==> src/rtl/esteira_pkg.sv <==
// esteira_pkg: shared types and constants for the conveyor batch sequencer.
//   state_t : FSM state, 3-bit encoding shown on the STATE output/LEDs.
//   TGT_W   : width of the product target and the good-product counter.
package esteira_pkg;

    localparam int TGT_W = 4;

    typedef enum logic [2:0] {
        IDLE  = 3'd0,
        ARMED = 3'd1,
        RUN   = 3'd2,
        PAUSE = 3'd3,
        DONE  = 3'd4
    } state_t;

endpackage

==> src/rtl/esteira_if.sv <==
// esteira_if: operator-input and belt-datapath signals of the batch sequencer.
//   Operator side : TARGET, LOAD, START, STOP, MODE, KEY_P, PROD.
//   Datapath side : SHIFT_EN, SHIFT_BIT, CLR, COUNT, TGT, FIM, BUSY, STATE, BATCH.
//   master modport drives the operator side; slave modport is the sequencer.
interface esteira_if
    import esteira_pkg::*;
#(
    parameter int BATCH_W = 8
);

    logic [TGT_W-1:0]   TARGET;
    logic               LOAD;
    logic               START;
    logic               STOP;
    logic               MODE;
    logic               KEY_P;
    logic               PROD;

    logic               SHIFT_EN;
    logic               SHIFT_BIT;
    logic               CLR;
    logic [TGT_W-1:0]   COUNT;
    logic [TGT_W-1:0]   TGT;
    logic               FIM;
    logic               BUSY;
    logic [2:0]         STATE;
    logic [BATCH_W-1:0] BATCH;

    modport master (
        output TARGET, LOAD, START, STOP, MODE, KEY_P, PROD,
        input  SHIFT_EN, SHIFT_BIT, CLR, COUNT, TGT, FIM, BUSY, STATE, BATCH
    );

    modport slave (
        input  TARGET, LOAD, START, STOP, MODE, KEY_P, PROD,
        output SHIFT_EN, SHIFT_BIT, CLR, COUNT, TGT, FIM, BUSY, STATE, BATCH
    );

endinterface

==> src/rtl/esteira_tick.sv <==
// esteira_tick: automatic belt-step divider.
//   CLK, RESET : clock, synchronous active-high reset.
//   EN         : count enable (high only while the batch is running).
//   CLR_CNT    : restart the count from 0 (new batch).
//   TICK       : high during the enabled cycle in which the count is at TICK_DIV-1.
module esteira_tick #(
    parameter int TICK_DIV = 50_000_000
) (
    input  logic CLK,
    input  logic RESET,
    input  logic EN,
    input  logic CLR_CNT,
    output logic TICK
);

    localparam int CNT_W = $clog2(TICK_DIV);
    localparam logic [CNT_W-1:0] LAST = CNT_W'(TICK_DIV - 1);

    logic [CNT_W-1:0] cnt;

    always_ff @(posedge CLK) begin
        if (RESET || CLR_CNT) begin
            cnt <= '0;
        end else if (EN) begin
            cnt <= (cnt == LAST) ? '0 : cnt + 1'b1;
        end
    end

    assign TICK = EN && (cnt == LAST);

endmodule

==> src/rtl/esteira_ctrl.sv <==
// esteira_ctrl: conveyor batch sequencer.
//   CLK, RESET : clock, synchronous active-high reset.
//   bus        : esteira_if.slave; operator inputs in, belt/counter/status out.
// Captures a target, paces belt shifts from the internal tick (MODE=0) or
// KEY_P (MODE=1), counts good products, raises FIM on completion and counts
// completed batches. All outputs are registered.
module esteira_ctrl
    import esteira_pkg::*;
#(
    parameter int TICK_DIV = 50_000_000,
    parameter int BATCH_W  = 8
) (
    input logic     CLK,
    input logic     RESET,
    esteira_if.slave bus
);

    state_t             state;
    logic [TGT_W-1:0]   tgt;
    logic [TGT_W-1:0]   count;
    logic [BATCH_W-1:0] batch;
    logic               shift_en;
    logic               shift_bit;
    logic               clr;
    logic               fim;
    logic               busy;

    logic               tick;
    logic               step;
    logic               load_ok;
    logic               start_new;
    logic [TGT_W-1:0]   count_inc;

    // A fresh batch (from ARMED or DONE) restarts the divider; a resume from
    // PAUSE keeps the partial count.
    assign start_new = bus.START && (state == ARMED || state == DONE);
    assign step      = bus.MODE ? bus.KEY_P : tick;
    assign load_ok   = bus.LOAD && (bus.TARGET != '0);
    assign count_inc = count + 1'b1;

    esteira_tick #(
        .TICK_DIV (TICK_DIV)
    ) u_tick (
        .CLK     (CLK),
        .RESET   (RESET),
        .EN      (state == RUN),
        .CLR_CNT (start_new),
        .TICK    (tick)
    );

    always_ff @(posedge CLK) begin
        if (RESET) begin
            state     <= IDLE;
            tgt       <= '0;
            count     <= '0;
            batch     <= '0;
            shift_en  <= 1'b0;
            shift_bit <= 1'b0;
            clr       <= 1'b0;
            fim       <= 1'b0;
            busy      <= 1'b0;
        end else begin
            shift_en  <= 1'b0;
            shift_bit <= 1'b0;
            clr       <= 1'b0;
            case (state)
                IDLE: begin
                    if (load_ok) begin
                        tgt   <= bus.TARGET;
                        state <= ARMED;
                    end
                end
                ARMED: begin
                    if (bus.START) begin
                        clr   <= 1'b1;
                        count <= '0;
                        busy  <= 1'b1;
                        state <= RUN;
                    end else if (load_ok) begin
                        tgt <= bus.TARGET;
                    end
                end
                RUN: begin
                    // STOP outranks a coincident step; START and LOAD do nothing here.
                    if (bus.STOP) begin
                        busy  <= 1'b0;
                        state <= PAUSE;
                    end else if (step) begin
                        shift_en  <= 1'b1;
                        shift_bit <= bus.PROD;
                        if (bus.PROD) begin
                            count <= count_inc;
                            if (count_inc == tgt) begin
                                fim   <= 1'b1;
                                busy  <= 1'b0;
                                batch <= batch + 1'b1;
                                state <= DONE;
                            end
                        end
                    end
                end
                PAUSE: begin
                    if (bus.START) begin
                        busy  <= 1'b1;
                        state <= RUN;
                    end else if (load_ok) begin
                        tgt   <= bus.TARGET;
                        count <= '0;
                        clr   <= 1'b1;
                        state <= ARMED;
                    end
                end
                DONE: begin
                    if (bus.START) begin
                        clr   <= 1'b1;
                        count <= '0;
                        fim   <= 1'b0;
                        busy  <= 1'b1;
                        state <= RUN;
                    end else if (load_ok) begin
                        tgt   <= bus.TARGET;
                        fim   <= 1'b0;
                        state <= ARMED;
                    end
                end
                default: begin
                    busy  <= 1'b0;
                    state <= IDLE;
                end
            endcase
        end
    end

    assign bus.SHIFT_EN  = shift_en;
    assign bus.SHIFT_BIT = shift_bit;
    assign bus.CLR       = clr;
    assign bus.COUNT     = count;
    assign bus.TGT       = tgt;
    assign bus.FIM       = fim;
    assign bus.BUSY      = busy;
    assign bus.STATE     = state;
    assign bus.BATCH     = batch;

endmodule
==> src/flat_wrapper.sv <==
// flat-port wrapper written by rule: the top's interface ports become plain ports
module esteira_ctrl_flat import esteira_pkg::*;
#(
    parameter int TICK_DIV = 50_000_000,
    parameter int BATCH_W  = 8
)
  (CLK, RESET, bus_TARGET, bus_LOAD, bus_START, bus_STOP, bus_MODE, bus_KEY_P, bus_PROD, bus_SHIFT_EN, bus_SHIFT_BIT, bus_CLR, bus_COUNT, bus_TGT, bus_FIM, bus_BUSY, bus_STATE, bus_BATCH);
  esteira_if #(.BATCH_W(BATCH_W)) bus_i ();
  input logic CLK;
  input logic RESET;
  input wire logic [$bits(bus_i.TARGET)-1:0] bus_TARGET;
  input wire logic [$bits(bus_i.LOAD)-1:0] bus_LOAD;
  input wire logic [$bits(bus_i.START)-1:0] bus_START;
  input wire logic [$bits(bus_i.STOP)-1:0] bus_STOP;
  input wire logic [$bits(bus_i.MODE)-1:0] bus_MODE;
  input wire logic [$bits(bus_i.KEY_P)-1:0] bus_KEY_P;
  input wire logic [$bits(bus_i.PROD)-1:0] bus_PROD;
  output wire logic [$bits(bus_i.SHIFT_EN)-1:0] bus_SHIFT_EN;
  output wire logic [$bits(bus_i.SHIFT_BIT)-1:0] bus_SHIFT_BIT;
  output wire logic [$bits(bus_i.CLR)-1:0] bus_CLR;
  output wire logic [$bits(bus_i.COUNT)-1:0] bus_COUNT;
  output wire logic [$bits(bus_i.TGT)-1:0] bus_TGT;
  output wire logic [$bits(bus_i.FIM)-1:0] bus_FIM;
  output wire logic [$bits(bus_i.BUSY)-1:0] bus_BUSY;
  output wire logic [$bits(bus_i.STATE)-1:0] bus_STATE;
  output wire logic [$bits(bus_i.BATCH)-1:0] bus_BATCH;
  assign bus_i.TARGET = bus_TARGET;
  assign bus_i.LOAD = bus_LOAD;
  assign bus_i.START = bus_START;
  assign bus_i.STOP = bus_STOP;
  assign bus_i.MODE = bus_MODE;
  assign bus_i.KEY_P = bus_KEY_P;
  assign bus_i.PROD = bus_PROD;
  assign bus_SHIFT_EN = bus_i.SHIFT_EN;
  assign bus_SHIFT_BIT = bus_i.SHIFT_BIT;
  assign bus_CLR = bus_i.CLR;
  assign bus_COUNT = bus_i.COUNT;
  assign bus_TGT = bus_i.TGT;
  assign bus_FIM = bus_i.FIM;
  assign bus_BUSY = bus_i.BUSY;
  assign bus_STATE = bus_i.STATE;
  assign bus_BATCH = bus_i.BATCH;
  esteira_ctrl #(.TICK_DIV(TICK_DIV), .BATCH_W(BATCH_W)) u_core (.CLK(CLK), .RESET(RESET), .bus(bus_i));
endmodule
==> config.mk <==
export PLATFORM = sky130hd
export DESIGN_NAME = esteira_ctrl_flat
export DESIGN_NICKNAME = d
export VERILOG_FILES = /design/src/rtl/esteira_pkg.sv /design/src/rtl/esteira_if.sv /design/src/rtl/esteira_tick.sv /design/src/rtl/esteira_ctrl.sv /design/src/flat_wrapper.sv
export SDC_FILE = /design/constraint.sdc
export NUM_CORES = 1
export LEC_CHECK = 0
export CORE_ASPECT_RATIO = 1.25
export CORE_MARGIN = 3
export CORE_UTILIZATION = 30
export DETAILED_ROUTE_END_ITERATION = 6
export MAX_ROUTING_LAYER = met4
export PLACE_DENSITY_LB_ADDON = 0.15
export SYNTH_ARGS = -nofsm -noshare
export SYNTH_HDL_FRONTEND = slang
export SYNTH_SLANG_ARGS = --single-unit
==> constraint.sdc <==
create_clock -name CLK -period 3.75 [get_ports CLK]
set_input_delay 0.5625 -clock CLK [delete_from_list [all_inputs] [get_ports CLK]]
set_output_delay 0.5625 -clock CLK [all_outputs]
set_load 0.005 [all_outputs]
== Word level (Yosys, flattened, before mapping) ==
Cells that the tools add are included.

* Output and inout port bits: 24
* Input port bits: 12
* Logic and storage cells: 96
* Register bits: 50

* Equality and inequality tests: 20
* Bitwise logic cells: 4
* $add $sub $neg: 3
* Multiplexer cells: 38
* Reductions and logical operators: 21

{| class="wikitable"
|+ Operators by type and width
! kind !! count
|-
| 4-bit 2-to-1 mux || 8
|-
| 26-bit by 1-bit adder with 26-bit output, second input constant || 1
|-
| 26-bit == test, second input constant || 1
|-
| 26-bit 2-to-1 mux || 1
|-
| 3-bit 2-to-1 mux || 7
|-
| 1-bit 2-to-1 mux || 16
|-
| 3-bit case mux with 4 select lines || 1
|-
| 4-bit case mux with 3 select lines || 1
|-
| 2-bit by 1-bit inequality test with 1-bit output, second input constant || 5
|-
| 2-bit inequality test, second input constant || 5
|-
| 5-bit AND reduction || 2
|-
| 3-bit by 2-bit inequality test with 1-bit output, second input constant || 3
|-
| 8-bit by 1-bit adder with 8-bit output, second input constant || 1
|-
| 4-bit case mux with 2 select lines || 1
|-
| 7-bit AND reduction || 1
|-
| 3-bit by 2-bit == test with 1-bit output, second input constant || 2
|-
| 6-bit AND reduction || 1
|-
| 3-bit OR reduction || 2
|-
| 4-bit by 1-bit adder with 4-bit output, second input constant || 1
|-
| 4-bit == test || 1
|-
| 1-bit inverter || 4
|-
| 1-bit case mux with 2 select lines || 2
|-
| 4-bit AND reduction || 1
|-
| 2-bit nonzero test || 2
|-
| 12 further kinds || 16
|}

== Depth between registers and ports, before layout ==
* Depth after elaboration: 7
* Gate-level depth with buffers: 8
* Depth with buffers taken out: 6

== By module ==
From an unflattened synthesis, not the netlist that was laid out.

* Cells, all modules: 311
* Area total of the unflattened synthesis: 2,615.0 µm²

{| class="wikitable"
|+ Modules (own cells, without submodules)
! module !! instances !! area each (µm²) !! cells each !! sequential area each (µm²)
|-
| esteira_tick || 1 || 1,338.8 || 161 || 520.5
|-
| esteira_ctrl || 1 || 1,276.2 || 150 || 480.5
|}

== Worst setup path before layout ==
OpenSTA, ideal clock, no wires.

* Kind: flip-flop to flip-flop
* Start: reg u_core.count[0] (netlist: u_core.bus.COUNT[0])
* End: reg u_core.batch[6] (netlist: u_core.bus.BATCH[6])
* Setup slack: 1.719 ns
* Clock period less this slack: 2.031 ns
* Cell stages (with the launch flop): 7
* Data arrival time: 1.910 ns
* Path buffers: 0
* Required time: 3.629 ns
* Cell sequence: dfxtp_1 > ha_1 > xor3_1 > nor3_1 > nand3_1 > nor4b_1 > mux2_2

* Longest elaborated chain between the ends: 3

{| class="wikitable"
|+ Ends and longest elaborated chain
! what !! line !! text
|-
| start: declaration || esteira_ctrl.sv:20 || <nowiki>logic [TGT_W-1:0] count;</nowiki>
|-
| start signal: assignment || esteira_ctrl.sv:92 || <nowiki>count <= count_inc;</nowiki>
|-
| 4-bit by 1-bit adder with 4-bit output || esteira_ctrl.sv:39 || <nowiki>assign count_inc = count + 1'b1;</nowiki>
|-
| 4-bit == test || esteira_ctrl.sv:93 || <nowiki>if (count_inc == tgt) begin</nowiki>
|-
| 5-bit AND reduction (no line) || -- ||
|-
| end signal: assignment || esteira_ctrl.sv:96 || <nowiki>batch <= batch + 1'b1;</nowiki>
|-
| end: declaration || esteira_ctrl.sv:21 || <nowiki>logic [BATCH_W-1:0] batch;</nowiki>
|}

Every way passes these cells.
A chain may end at the register's enable or synchronous reset.

== Worst setup path in the final report ==
* Start: reg u_core.state[1] (netlist: u_core.bus.STATE[1])
* End: reg u_core.batch[6] (netlist: u_core.bus.BATCH[6])

* Longest elaborated chain between the ends: 4

{| class="wikitable"
|+ Ends and longest elaborated chain
! what !! line !! text
|-
| start: declaration || esteira_ctrl.sv:18 || <nowiki>state_t state;</nowiki>
|-
| start signal: assignment || esteira_ctrl.sv:53 || <nowiki>state <= IDLE;</nowiki>
|-
| start signal: assignment || esteira_ctrl.sv:70 || <nowiki>state <= ARMED;</nowiki>
|-
| start signal: assignment || esteira_ctrl.sv:78 || <nowiki>state <= RUN;</nowiki>
|-
| 3-bit by 2-bit == test with 1-bit output (*) || esteira_ctrl.sv:46, esteira_ctrl.sv:66 ||
|-
| 1-bit logical AND || esteira_tick.sv:29 || <nowiki>assign TICK = EN && (cnt == LAST);</nowiki>
|-
| 1-bit 2-to-1 mux || esteira_ctrl.sv:37 || <nowiki>assign step = bus.MODE ? bus.KEY_P : tick;</nowiki>
|-
| 5-bit AND reduction (no line) (*) || -- ||
|}

Mark *: on every way between the ends. The rest lies on a longest branch, timed or not.

==> flow_summary.yaml <==
outcome:
  status: "complete, no violations"
timing:
  maxSlewHeadroom_pct: 43.4
  finalHoldViolations: 0
  worst_pin_slew_ns: 0.847
  fin_setup_tns_ns: 0
  whs_ns: 0.497
  period_needed_ns: 2.52
  fin_crit_sh_pct: 67.3
  maxSlewViolCount: 0
  setup_violations: 0
  rsz0062_at_grt: "no"
  postLayoutSetupSlackWorst_ns: 1.23
  clock.fmax_mhz: 396
  fin_skew_ns: 0.00908
finish:
  diodes: 0
  area_growth_pct: 20.7
  final_nets: 348
  drive_above_1_share_pct: 4.79
  utilization_pct: 37.4
logic_synthesis:
  synth_compound_area_share_pct: 12.2
  synth_warnings: 0
  syn_inst: 302
  syn-cell-area_mm2: 0.00259
  ys_ff_latch: 50
  synth.avg_cell_area_um2: 8.56
  yosysSeqAreaShare_pct: 38.7
  synth-main-ff-cell: "dfxtp_1"
  yosysUniqueCellTypes: 54
  synth.mux.area_fraction_pct: 2.08
  synth_top_family_by_area: "simple AND/OR/NAND/NOR gates"
  synthXorXnorAreaFrac_pct: 11.1
  synth_edf_count: 0
  syn_nets: 317
  yosys.area_share.simple_pct: 31.6
  synthArstFlopShare_pct: 0
  synth_adder_area_share_pct: 1.45
floorplan:
  fp.dieH_um: 110
  core_mm2: 0.00833
  die_w_um: 89.0
  die-area_mm2: 0.00978
  row_count: 37
  ios: 36
  start_util_pct: 31.0
clock_tree:
  cts_made_buffers: 5
  post_cts_resized: 0
  cts.hold.buffers_added: 0
  cts_tree: "built"
  clk_path_buf_depth: 2
  cts_sinks: 50
  clkTransAtPathRegs_ns: 0.10
  post_cts_buffers: 0
  htreeDepth: 2
  cts_root_buffer: "clkbuf_8"
  clock_latency_ns: 0.31
place:
  post-place-ws_ns: 1.03
  hpwl_um: 4410
  port_buffers: 35
  gp_congestion: 0.729
flow_run:
  drv_cap: 0
worst_setup_path:
  cp_cell_sequence: "nor3b_4 > and2_1 > a31oi_4 > nor4b_1 > mux2_2"
  critPathTopFamily: "simple AND/OR/NAND/NOR gates"
  critical_path_required_ns: 3.97
  critPathSlowestCell: "dfxtp_1"
  path_max_fanout: 13
  crit_type: "flop to flop"
  start_kind: "flop"
  arrival_ns: 2.74
  critPathBufInv: 0
  crit_path_end_kind: "flop"
  critPathMaxStageDelay_ns: 0.58
worst_hold_path:
  hold_class: "flop to flop"
detailed_routing:
  routed_wl_um: 6000
  routed-via-count: 2260
  drc: 0
  avgRoutedWirePerCell_um: 13.9
  dr.pass1.iters: 4
  drt_iter0_drc: 61
  ant_nets: 0
  routed_via_density: 5.24
grt:
  gr-usage-all-layers_pct: 13.1
  grt_pass1_wl_um: 9890
  antenna_found_initial: 0
  use_met1_pct: 14.9
  grt_pass1_vias: 2134
  use_met3_pct: 2.47
  gr-max-usage-layer: "met2"
  grt_max_degree: 20
  overflow: 0
  grtUsageMet2_pct: 22.5
pwr:
  power_leakage_nw: 1.04
  p_per_area_mw_per_mm2: 351
  ir_drop_mv: 0.158
-- layout by cell type, fill, tap and decap left out, types with 5 or more instances in the layout --
cell             instances
nor4b_1                  5
clkdlybuf4s50_1         35
nand4_1                  6
nor2_1                  39
and3_1                   8
nor2b_1                  8
xor2_1                   7
a21oi_1                 16
xnor2_1                 23
nor4_1                  12
nor3_1                   9
nand3_1                 20
and2_1                   6
clkbuf_8                 5
nand2_1                 23
dfxtp_1                 50
-- report_power, final --
part / internal (mW) / switching, mW
logic: 0.0646 / 0.0744
registers: 0.541 / 0.0188
clock network: 0.200 / 0.196
total: 0.806 / 0.289
-- per-layer routing --
metal,vias up,routed length (um),part of all wire (%)
li1,1153,-,-
met1,1043,2690,45
met2,50,2950,49
met3,14,209,3.5
met4,0,144,2.4
met5,-,0,0
-- sequential cells by signal, indices dropped and copies added (netlist names) --
signal                count
u_core.bus.SHIFT_EN       1
u_core.bus.STATE          3
u_core.bus.FIM            1
u_core.u_tick.cnt        26
u_core.bus.SHIFT_BIT      1
u_core.bus.BUSY           1
u_core.bus.TGT            4
u_core.bus.CLR            1
u_core.bus.COUNT          4
u_core.bus.BATCH          8
-- worst reg2reg max path: stages (launching register included) --
cell     delay, ns
dfxtp_1       0.58
nor3b_4       0.51
and2_1        0.40
a31oi_4       0.22
nor4b_1       0.35
mux2_2        0.37
-- kinds of logic after synthesis --
family	Yosys count
and+or+nand+nor	154
buffers and inverters	15
muxes	5
adders and majority gates	3
xor gates and xnor gates	31
DFF	50
AOI/OAI and AO/OA	44
-- per-stage QoR --
stage	instance area [um2]	instances	total power [mW]
CTS	3120	431	1.11
global placement	3010	423	0.714
floorplan	2590	302	0.656
detailed placement	3010	423	0.714
finish	3120	431	1.10
global route	3120	431	1.15
-- final cells by class --
class                      instances  area [um2]
clock buffer                       5        68.8
clock inverter                     3        43.8
fill                             873        5210
inverter                           2        7.51
multi-input combinational        237        1510
sequential                        50        1000
tap                               97         121
timing repair buffer              37         365
-- worst paths after layout --
check,cells past startpoint,slack (ns),startpoint,end
hold reg to reg,2,0.50,u_core.bus.TGT[1],u_core.bus.TGT[1]
setup / recovery,5,1.23,u_core.bus.STATE[1],u_core.bus.BATCH[6]
hold / removal,2,0.50,u_core.bus.TGT[1],u_core.bus.TGT[1]
setup reg to reg,5,1.23,u_core.bus.STATE[1],u_core.bus.BATCH[6]
-- synthesized netlist by cell type, types with 2 or more instances --
cell type	number	area, um2
dfxtp_1	50	1000
nor2_1	39	146
nand2_1	23	86.3
xnor2_1	23	201
nand3_1	20	100
a21oi_1	16	80.1
nor4_1	12	75.1
nor3_1	9	45.0
and3_1	8	50.1
nor2b_1	8	50.1
clkbuf_1	7	26.3
xor2_1	7	61.3
and2_1	6	37.5
nand4_1	6	37.5
nor4b_1	5	43.8
a31oi_1	4	25.0
buf_2	4	20.0
nand2b_1	4	25.0
ha_1	3	37.5
o21ai_0	3	15.0
a221o_1	2	20.0
a311oi_1	2	17.5
and4_1	2	17.5
inv_1	2	7.51
mux2_1	2	22.5
mux2i_1	2	20.0
nand3b_1	2	15.0
nor3b_1	2	15.0
o31ai_1	2	15.0
o41ai_1	2	17.5
or4_1	2	15.0
(Power assumes the default switching activity.)
